===== config.mk =====
export PLATFORM = sky130hd
export DESIGN_NAME = sf_camera_reader
export DESIGN_NICKNAME = d
export VERILOG_FILES = /design/src/rtl/sf_camera_reader.sv
export SDC_FILE = /design/constraint.sdc
export NUM_CORES = 1
export LEC_CHECK = 0
export CAP_MARGIN = 20
export CORE_ASPECT_RATIO = 1.5
export CORE_MARGIN = 2
export CORE_UTILIZATION = 35
export CTS_CLUSTER_DIAMETER = 60
export DETAILED_ROUTE_END_ITERATION = 6
export GPL_ROUTABILITY_DRIVEN = 0
export GPL_TIMING_DRIVEN = 0
export RECOVER_POWER = 100
export SYNTH_ARGS = -nofsm -noshare
export SYNTH_HDL_FRONTEND = slang
export SYNTH_SLANG_ARGS = --single-unit

===== constraint.sdc =====
create_clock -name i_cam_clk -period 1.95 [get_ports i_cam_clk]
set_input_delay 0.585 -clock i_cam_clk [delete_from_list [all_inputs] [get_ports i_cam_clk]]
set_output_delay 0.585 -clock i_cam_clk [all_outputs]
set_load 0.01 [all_outputs]

===== src/rtl/sf_camera_reader.sv =====
// Camera byte-stream capture: frames vsync/hsync, packs bytes into 32-bit FIFO words, reports row/byte stats.
// Optional feature macro: SF_CAMERA_READER_FRAME_COUNT_EN adds a free-running o_frame_count output.
module sf_camera_reader #(
    parameter int unsigned BYTE_ORDER = 0,
    parameter int unsigned CNT_WIDTH  = 16
) (
    input  logic                 i_cam_clk,
    input  logic                 i_cam_rst,
    input  logic                 i_enable,
    input  logic                 i_clear_status,
    input  logic                 i_vsync,
    input  logic                 i_hsync,
    input  logic [7:0]           i_pix_data,
    input  logic                 i_wr_ready,
    output logic                 o_wr_stb,
    output logic [31:0]          o_wr_data,
    output logic                 o_frame_start,
    output logic                 o_frame_done,
    output logic                 o_busy,
    output logic [CNT_WIDTH-1:0] o_row_count,
    output logic [CNT_WIDTH-1:0] o_row_bytes,
`ifdef SF_CAMERA_READER_FRAME_COUNT_EN
    output logic [31:0]          o_frame_count,
`endif
    output logic                 o_overflow
);

    localparam int unsigned WORD_W = 32;
    localparam int unsigned LANE_W = 2;

    typedef enum logic [2:0] {
        IDLE,
        WAIT_VLOW,
        WAIT_VHIGH,
        CAPTURE,
        ROW_END,
        FRAME_END
    } state_t;

    state_t                state, state_n;
    logic                  vs_q, hs_q, vs_d, hs_d;
    logic [7:0]            pd_q;
    logic [WORD_W-1:0]     acc, acc_n, acc_plus, word;
    logic [LANE_W-1:0]     lane, lane_n, pos;
    logic [CNT_WIDTH-1:0]  byte_cnt, byte_cnt_n, row_cnt, row_cnt_n;
    logic [CNT_WIDTH-1:0]  row_count_n, row_bytes_n;
    logic [WORD_W-1:0]     wr_data_n;
    logic                  wr_stb_n, frame_start_n, frame_done_n, busy_n, overflow_n;
    logic                  word_done, ov_set;
`ifdef SF_CAMERA_READER_FRAME_COUNT_EN
    logic [31:0]           frame_count_n;
`endif

    function automatic logic [CNT_WIDTH-1:0] sat_inc(input logic [CNT_WIDTH-1:0] v);
        return (&v) ? v : v + CNT_WIDTH'(1);
    endfunction

    // Byte lane of the incoming byte within the word being assembled
    assign pos      = (BYTE_ORDER == 0) ? LANE_W'(2'd3 - lane) : lane;
    assign acc_plus = acc | (WORD_W'(pd_q) << {pos, 3'b000});

    always_comb begin
        state_n       = state;
        acc_n         = acc;
        lane_n        = lane;
        byte_cnt_n    = byte_cnt;
        row_cnt_n     = row_cnt;
        row_count_n   = o_row_count;
        row_bytes_n   = o_row_bytes;
        wr_stb_n      = 1'b0;
        wr_data_n     = o_wr_data;
        frame_start_n = 1'b0;
        frame_done_n  = 1'b0;
        word_done     = 1'b0;
        word          = acc;
        ov_set        = 1'b0;

        case (state)
            IDLE: begin
                if (i_enable) state_n = WAIT_VLOW;
            end
            WAIT_VLOW: begin
                if (!vs_q) state_n = WAIT_VHIGH;
            end
            WAIT_VHIGH: begin
                if (vs_q && !vs_d) begin
                    frame_start_n = 1'b1;
                    row_cnt_n     = '0;
                    byte_cnt_n    = '0;
                    acc_n         = '0;
                    lane_n        = '0;
                    state_n       = CAPTURE;
                end else if (!i_enable) begin
                    state_n = IDLE;
                end
            end
            CAPTURE: begin
                if (hs_q) begin
                    byte_cnt_n = sat_inc(byte_cnt);
                    if (lane == LANE_W'(3)) begin
                        word_done = 1'b1;
                        word      = acc_plus;
                        acc_n     = '0;
                        lane_n    = '0;
                    end else begin
                        acc_n  = acc_plus;
                        lane_n = LANE_W'(lane + LANE_W'(1));
                    end
                end else if (hs_d) begin
                    // Partial word is strobed during the ROW_END cycle
                    word_done = (lane != '0);
                    word      = acc;
                    acc_n     = '0;
                    lane_n    = '0;
                    state_n   = ROW_END;
                end else if (!vs_q) begin
                    frame_done_n = 1'b1;
                    state_n      = FRAME_END;
                end
            end
            ROW_END: begin
                row_bytes_n = byte_cnt;
                row_cnt_n   = sat_inc(row_cnt);
                byte_cnt_n  = '0;
                if (vs_q) begin
                    state_n = CAPTURE;
                end else begin
                    frame_done_n = 1'b1;
                    state_n      = FRAME_END;
                end
            end
            FRAME_END: begin
                row_count_n = row_cnt;
                state_n     = i_enable ? WAIT_VHIGH : IDLE;
            end
            default: state_n = IDLE;
        endcase

        // Camera cannot stall: a word with no FIFO room is dropped
        if (word_done) begin
            if (i_wr_ready) begin
                wr_stb_n  = 1'b1;
                wr_data_n = word;
            end else begin
                ov_set = 1'b1;
            end
        end

        overflow_n = ov_set | (o_overflow & ~i_clear_status);
        busy_n     = !((state_n == IDLE) || (state_n == WAIT_VLOW));
`ifdef SF_CAMERA_READER_FRAME_COUNT_EN
        frame_count_n = frame_done_n ? o_frame_count + 32'd1 : o_frame_count;
`endif
    end

    always_ff @(posedge i_cam_clk or negedge i_cam_rst) begin
        if (!i_cam_rst) begin
            state         <= IDLE;
            vs_q          <= 1'b0;
            hs_q          <= 1'b0;
            vs_d          <= 1'b0;
            hs_d          <= 1'b0;
            pd_q          <= '0;
            acc           <= '0;
            lane          <= '0;
            byte_cnt      <= '0;
            row_cnt       <= '0;
            o_wr_stb      <= 1'b0;
            o_wr_data     <= '0;
            o_frame_start <= 1'b0;
            o_frame_done  <= 1'b0;
            o_busy        <= 1'b0;
            o_row_count   <= '0;
            o_row_bytes   <= '0;
            o_overflow    <= 1'b0;
`ifdef SF_CAMERA_READER_FRAME_COUNT_EN
            o_frame_count <= '0;
`endif
        end else begin
            state         <= state_n;
            vs_q          <= i_vsync;
            hs_q          <= i_hsync;
            vs_d          <= vs_q;
            hs_d          <= hs_q;
            pd_q          <= i_pix_data;
            acc           <= acc_n;
            lane          <= lane_n;
            byte_cnt      <= byte_cnt_n;
            row_cnt       <= row_cnt_n;
            o_wr_stb      <= wr_stb_n;
            o_wr_data     <= wr_data_n;
            o_frame_start <= frame_start_n;
            o_frame_done  <= frame_done_n;
            o_busy        <= busy_n;
            o_row_count   <= row_count_n;
            o_row_bytes   <= row_bytes_n;
            o_overflow    <= overflow_n;
`ifdef SF_CAMERA_READER_FRAME_COUNT_EN
            o_frame_count <= frame_count_n;
`endif
        end
    end

endmodule


# After elaboration in Yosys (flattened, before gate mapping)

Cells that the tools add are included.

Bits in registers: 150
Output and inout port bits: 69

Add/sub/neg operators: 4
Equal/unequal tests: 12
Shift operators: 1
Multiplexer cells: 43
Bitwise logic cells: 4
Reduce and logical (&&, ||, !) cells: 16

Operator list:

| kind                                                            | number |
|---|---|
| 32-bit two-way mux                                              | 7 |
| 16-bit two-way mux                                              | 4 |
| 32-bit one-hot mux with 2 select lines                          | 1 |
| 16-bit one-hot mux with 3 select lines                          | 1 |
| 16-bit by 1-bit adder with 16-bit output, second input constant | 2 |
| 32-bit OR                                                       | 1 |
| 16-bit one-hot mux with 2 select lines                          | 1 |
| 16-bit AND reduction                                            | 2 |
| 8-bit by 5-bit << shifter with 32-bit output                    | 1 |
| 3-bit two-way mux                                               | 8 |
| 3-bit one-hot mux with 6 select lines                           | 1 |
| 1-bit two-way mux                                               | 13 |
| 2-bit two-way mux                                               | 5 |
| 2-bit != test, second input constant                            | 4 |
| 3-bit by 1-bit == test with 1-bit output, second input constant | 2 |
| 3-bit by 2-bit == test with 1-bit output, second input constant | 2 |
| 3-bit == test, second input constant                            | 2 |
| 3-bit logical NOT                                               | 2 |
| 3-bit AND reduction                                             | 2 |
| 2-bit nonzero test                                              | 3 |
| 2-bit one-hot mux with 2 select lines                           | 1 |
| 4-bit AND reduction                                             | 1 |
| 3-bit != test, second input constant                            | 1 |
| 3-bit nonzero test                                              | 1 |
| 11 further kinds                                                | 12 |

# Longest topological paths before layout

Depth in word-level cells: 7
Depth in mapped cells: 9
Depth with buffers taken out: 7

# Worst setup path before layout

Ideal clock, no wire load.

Path type: register -> register
From: reg lane[0]
To: reg o_wr_data[24]
Setup time: 0.134 ns
Arrival time: 1.790 ns
Required time: 1.816 ns
Setup slack: 0.026 ns
Stages on the path, launching flop included: 10
Buffers on the path: 2
Period minus slack after synthesis: 1.924 ns
Cell sequence: dfrtp_1 inv_1 ha_1 or3b_1 a21oi_1 nand2_1 clkbuf_1 clkbuf_1 nand2_1 o21ai_0

Longest elaborated chain between the ends: 6
Elaborated cells on any way between the ends: 13

RTL lines:

| what                                         | line | source |
|---|---|---|
| start: declaration                           | 44   | `logic [LANE_W-1:0] lane, lane_n, pos;` |
| start signal: assignment                     | 187  | `lane <= lane_n;` |
| 2-bit subtractor                             | 59   | `assign pos = (BYTE_ORDER == 0) ? LANE_W'(2'd3 - lane) : lane;` |
| 8-bit by 5-bit << shifter with 32-bit output | 60   | `assign acc_plus = acc \| (WORD_W'(pd_q) << {pos, 3'b000});` |
| 32-bit OR                                    | 60   |  |
| 32-bit two-way mux                           | 100  | `if (lane == LANE_W'(3)) begin` |
| 32-bit two-way mux                           | 98   | `if (hs_q) begin` |
| 32-bit two-way mux                           | 78   | `case (state)` |
| end signal: assignment                       | 191  | `o_wr_data <= wr_data_n;` |
| end: declaration                             | 16   | `output logic [31:0] o_wr_data,` |

Parallel ways exist; a longest one is shown, timed or not.
A chain may end at the register's enable or synchronous reset.

# Final worst setup path

From: reg state[1]
To: reg byte_cnt[13]

Longest elaborated chain between the ends: 3
Elaborated cells on any way between the ends: 9

RTL lines:

| what                                                                      | line | source |
|---|---|---|
| start: declaration                                                        | 40   | `state_t state, state_n;` |
| start signal: assignment                                                  | 180  | `state <= state_n;` |
| 3-bit by 2-bit == test with 1-bit output or 3-bit == test (tied branches) | 78   |  |
| 2-bit != test (no line) or 3-bit nonzero test (tied branches)             | --   |  |
| 4-bit AND reduction (no line)                                             | --   |  |
| end signal: assignment                                                    | 188  | `byte_cnt <= byte_cnt_n;` |
| end: declaration                                                          | 45   | `logic [CNT_WIDTH-1:0] byte_cnt, byte_cnt_n, row_cnt, row_cnt_n;` |

Parallel ways exist; a longest one is shown, timed or not.

==> summary.txt <==
Worst-case clock skew: 0.0166 ns
Max cap viols: 0
Fin area: 8730 um2
Crit path DAT: 2.31 ns
Crit-path cells: buf_6 -> or3b_4 -> o211ai_4 -> o2111ai_2 -> or4_1 -> nand2_1
Levels on crit path: 6
Cell class contributing the biggest share of worst-path delay: simple AND/OR/NAND/NOR gates
Mapped Area: 6340 um2
R2R Setup Slk: -0.01 ns
Synthesized instance count: 591
FILL cells: 1638
Clock root buffer: clkbuf_16
Worst R2R End: byte_cnt[13]
Routed len/inst: 16.4 um
Clk pin slew, worst setup/hold paths: 0.07 ns
Ports: 84
Nets: 746
Area taken by multi-input logic gates: 2700 um2
Worst r2r src: state[1]
Routed Antenna Nets: 0
Worst-margin pin slew: 1.30 ns
Final setup vio count: 2
Worst VDD drop: 0.534 mV
Pin count of the biggest net entering global routing: 99
GR Overflow Total: 0
Worst setup margin: -0.0122 ns
Ys Warns: 0
Startpoint types: flop
Area post-placement: 7470 um2
Worst Path Buf+Inv: 1
Drt pass-1 iters: 5
IO Port Bufs: 83
Clk buf depth: 2
Hold Crit Class: reg -> reg
Post-place setup slack: -0.568 ns
Tcrit/Tclk final: 1.01
Die W: 114 um
Ranking of synthesized cells by area: dfrtp_1, a21oi_1, mux2_2
Total Routing Usage GR: 0.166
P&R area growth vs syn: 37.6%
Post-synthesis register bit count: 150
Via-to-Cell Ratio: 5.22
Pwr Total: 9470 uW
Synth top area share: 0.592
Crit path max fanout: 6
Number of nets produced by synthesis: 610
Crit path from: state[1]
Height of the die: 169 um
Avg Synthesized Cell Area: 10.7 um2
Number of core rows: 60
Vias: 4989
Violated checks: setup timing
First-pass GRT wire length: 25300 um
Clock sinks: 150
Slew headroom: 0.133
Total Routed Length: 15700 um
CP endpoint kind: flop
Outcome: finished with violations
Crit Path Class: reg -> reg
Share of synthesized registers carrying an async set or reset: 1.00
Ant diodes: 0
Post-synth EDFFs: 0
1st-iter DRT viols: 246
Reg area: 3760 um2
Hpwl dp: 10800 um
Post-synthesis sequential area ratio: 0.592
Post-route minimum period: 1.96 ns
CTS Hold Bufs: 0
H-Tree Depth: 4
Critical Path End: byte_cnt[13]
Layout cell share with drive strength beyond 1: 0.231
DR DRC count: 0
Reg2Reg Depth: 6
Worst EP required: 2.30 ns
TritonCTS clock tree: yes
Starting Density: 0.355
Fin. max-slew vios: 0
Yosys top cell by area: dfrtp_1
Pwr/cell area: 1090 nW/um2
Hold Violations, Final: 0
Vias in the first global route: 5099
Clk_lat worst skew: 0.42 ns
Core box area: 17900 um2
CP max stage cell: dfrtp_2
Leakage power: 0.00392 uW
Die area: 19200 um2
Synth Flop Type: dfrtp_1
Distinct cell type count after synthesis: 55
Antenna violations before repair: 0
Fmax: 510 MHz
CP max stage delay: 0.46 ns
CTS Buf Count: 17
RSZ-0062 raised after global routing: yes
-- registers in the layout, summed over array words and instances, names as in the netlist --
name	cells
acc	32
o_wr_data	32
byte_cnt	16
o_row_bytes	16
o_row_count	16
row_cnt	16
pd_q	8
state	3
lane	2
hs_d	1
hs_q	1
o_busy	1
o_frame_done	1
o_frame_start	1
o_overflow	1
o_wr_stb	1
vs_d	1
vs_q	1
-- worst min path at each step --
stage                     to  slack (ns)       from  cells past startpoint
2_1_floorplan         acc[0]        0.29  i_cam_rst                      0
3_3_place_gp            hs_d        0.38       hs_q                      0
3_5_place_dp            hs_d        0.38       hs_q                      0
4_1_cts        o_wr_data[17]        0.12  i_cam_rst                      1
5_1_grt                 hs_d        0.48       hs_q                      0
6_report                hs_d        0.44       hs_q                      0
-- power by group --
| group | total (uW) | switching, uW | internal (uW) |
|---|---|---|---|
| combinational | 2150 | 1220 | 932 |
| clock | 3510 | 1320 | 2190 |
| sequential | 3810 | 276 | 3530 |
| total | 9470 | 2820 | 6650 |
-- synthesized netlist by cell type (all sizes together), types with 2 or more instances --
master and instances:
nor4b 2, and2 3, dfrtp 150, and4bb 2, nand3b 2, o2111ai 4, clkbuf 13, and4 4
nor2 66, nand2 60, or4 5, and3 7, nand3 8, or3 6, or3b 2, nand4 5
o21ai 48, a21oi 69, a31oi 9, a21o 2, nor3b 2, inv 10, ha 4, nor3 10
xnor2 8, a211oi 2, nand2b 3, o211ai 14, nor2b 2, mux2 30, buf 17, xor2 7
-- through the flow --
step / instances / hold WS (ns) / utilization / setup TNS (ns)
after floorplan: 591 / 0.289 / - / 0
after global placement: 891 / 0.379 / 0.417 / -859.38
after detailed placement: 892 / 0.380 / 0.418 / -26.34
after CTS: 944 / 0.124 / 0.473 / -0.0315
after global routing: 956 / 0.478 / 0.488 / -0.835
final: 956 / 0.438 / 0.488 / -0.0178
-- placed cells by master (no fill, tap or decap), types with 10 or more instances in the layout --
master	instances
a21oi_1	65
o211ai_1	12
dfrtp_1	145
buf_4	36
nand2_1	57
dlygate4sd3_1	10
nor2_1	61
clkdlybuf4s50_1	64
o21ai_0	28
clkbuf_16	17
o21ai_1	16
mux2_2	30
-- cell type report --
type	count	share of cell area
Timing Repair Buffer	119	0.130
Clock buffer	18	0.0503
Clock inverter	13	0.0224
Tap cell	217	0.0311
Multi-Input combinational cell	401	0.309
Sequential cell	150	0.431
Inverter	10	0.00430
Buffer	28	0.0222
-- metal layers --
metal | share of wire | track usage | up-vias | wire [um]
li1 | - | - | 2364 | -
met4 | 0.029 | 0.0721 | 0 | 463
met1 | 0.39 | 0.184 | 2451 | 6160
met5 | 0 | 0 | - | 0
met2 | 0.54 | 0.304 | 140 | 8510
met3 | 0.036 | 0.0329 | 34 | 564
-- logic make-up (layout without fill, tap and decap cells) --
kind of cell    after synthesis  count (layout)  share of synthesized area
compound gates              157             157                      0.146
xor+xnor                     15              15                     0.0207
fa+ha+maj                     4               4                    0.00789
buf+inv                      40             188                     0.0255
flops                       150             150                      0.592
mux                          30              30                     0.0533
simple gates                195             195                      0.155
-- what timing repair did --
action / CTS / global route
gates resized for setup: 53 / 56
setup buffers: 22 / 12
pin swaps: 10 / 23
setup endpoints to repair: 114 / 105
gates cloned: 1 / 0
No activity file was read; power rests on OpenSTA's default activity.
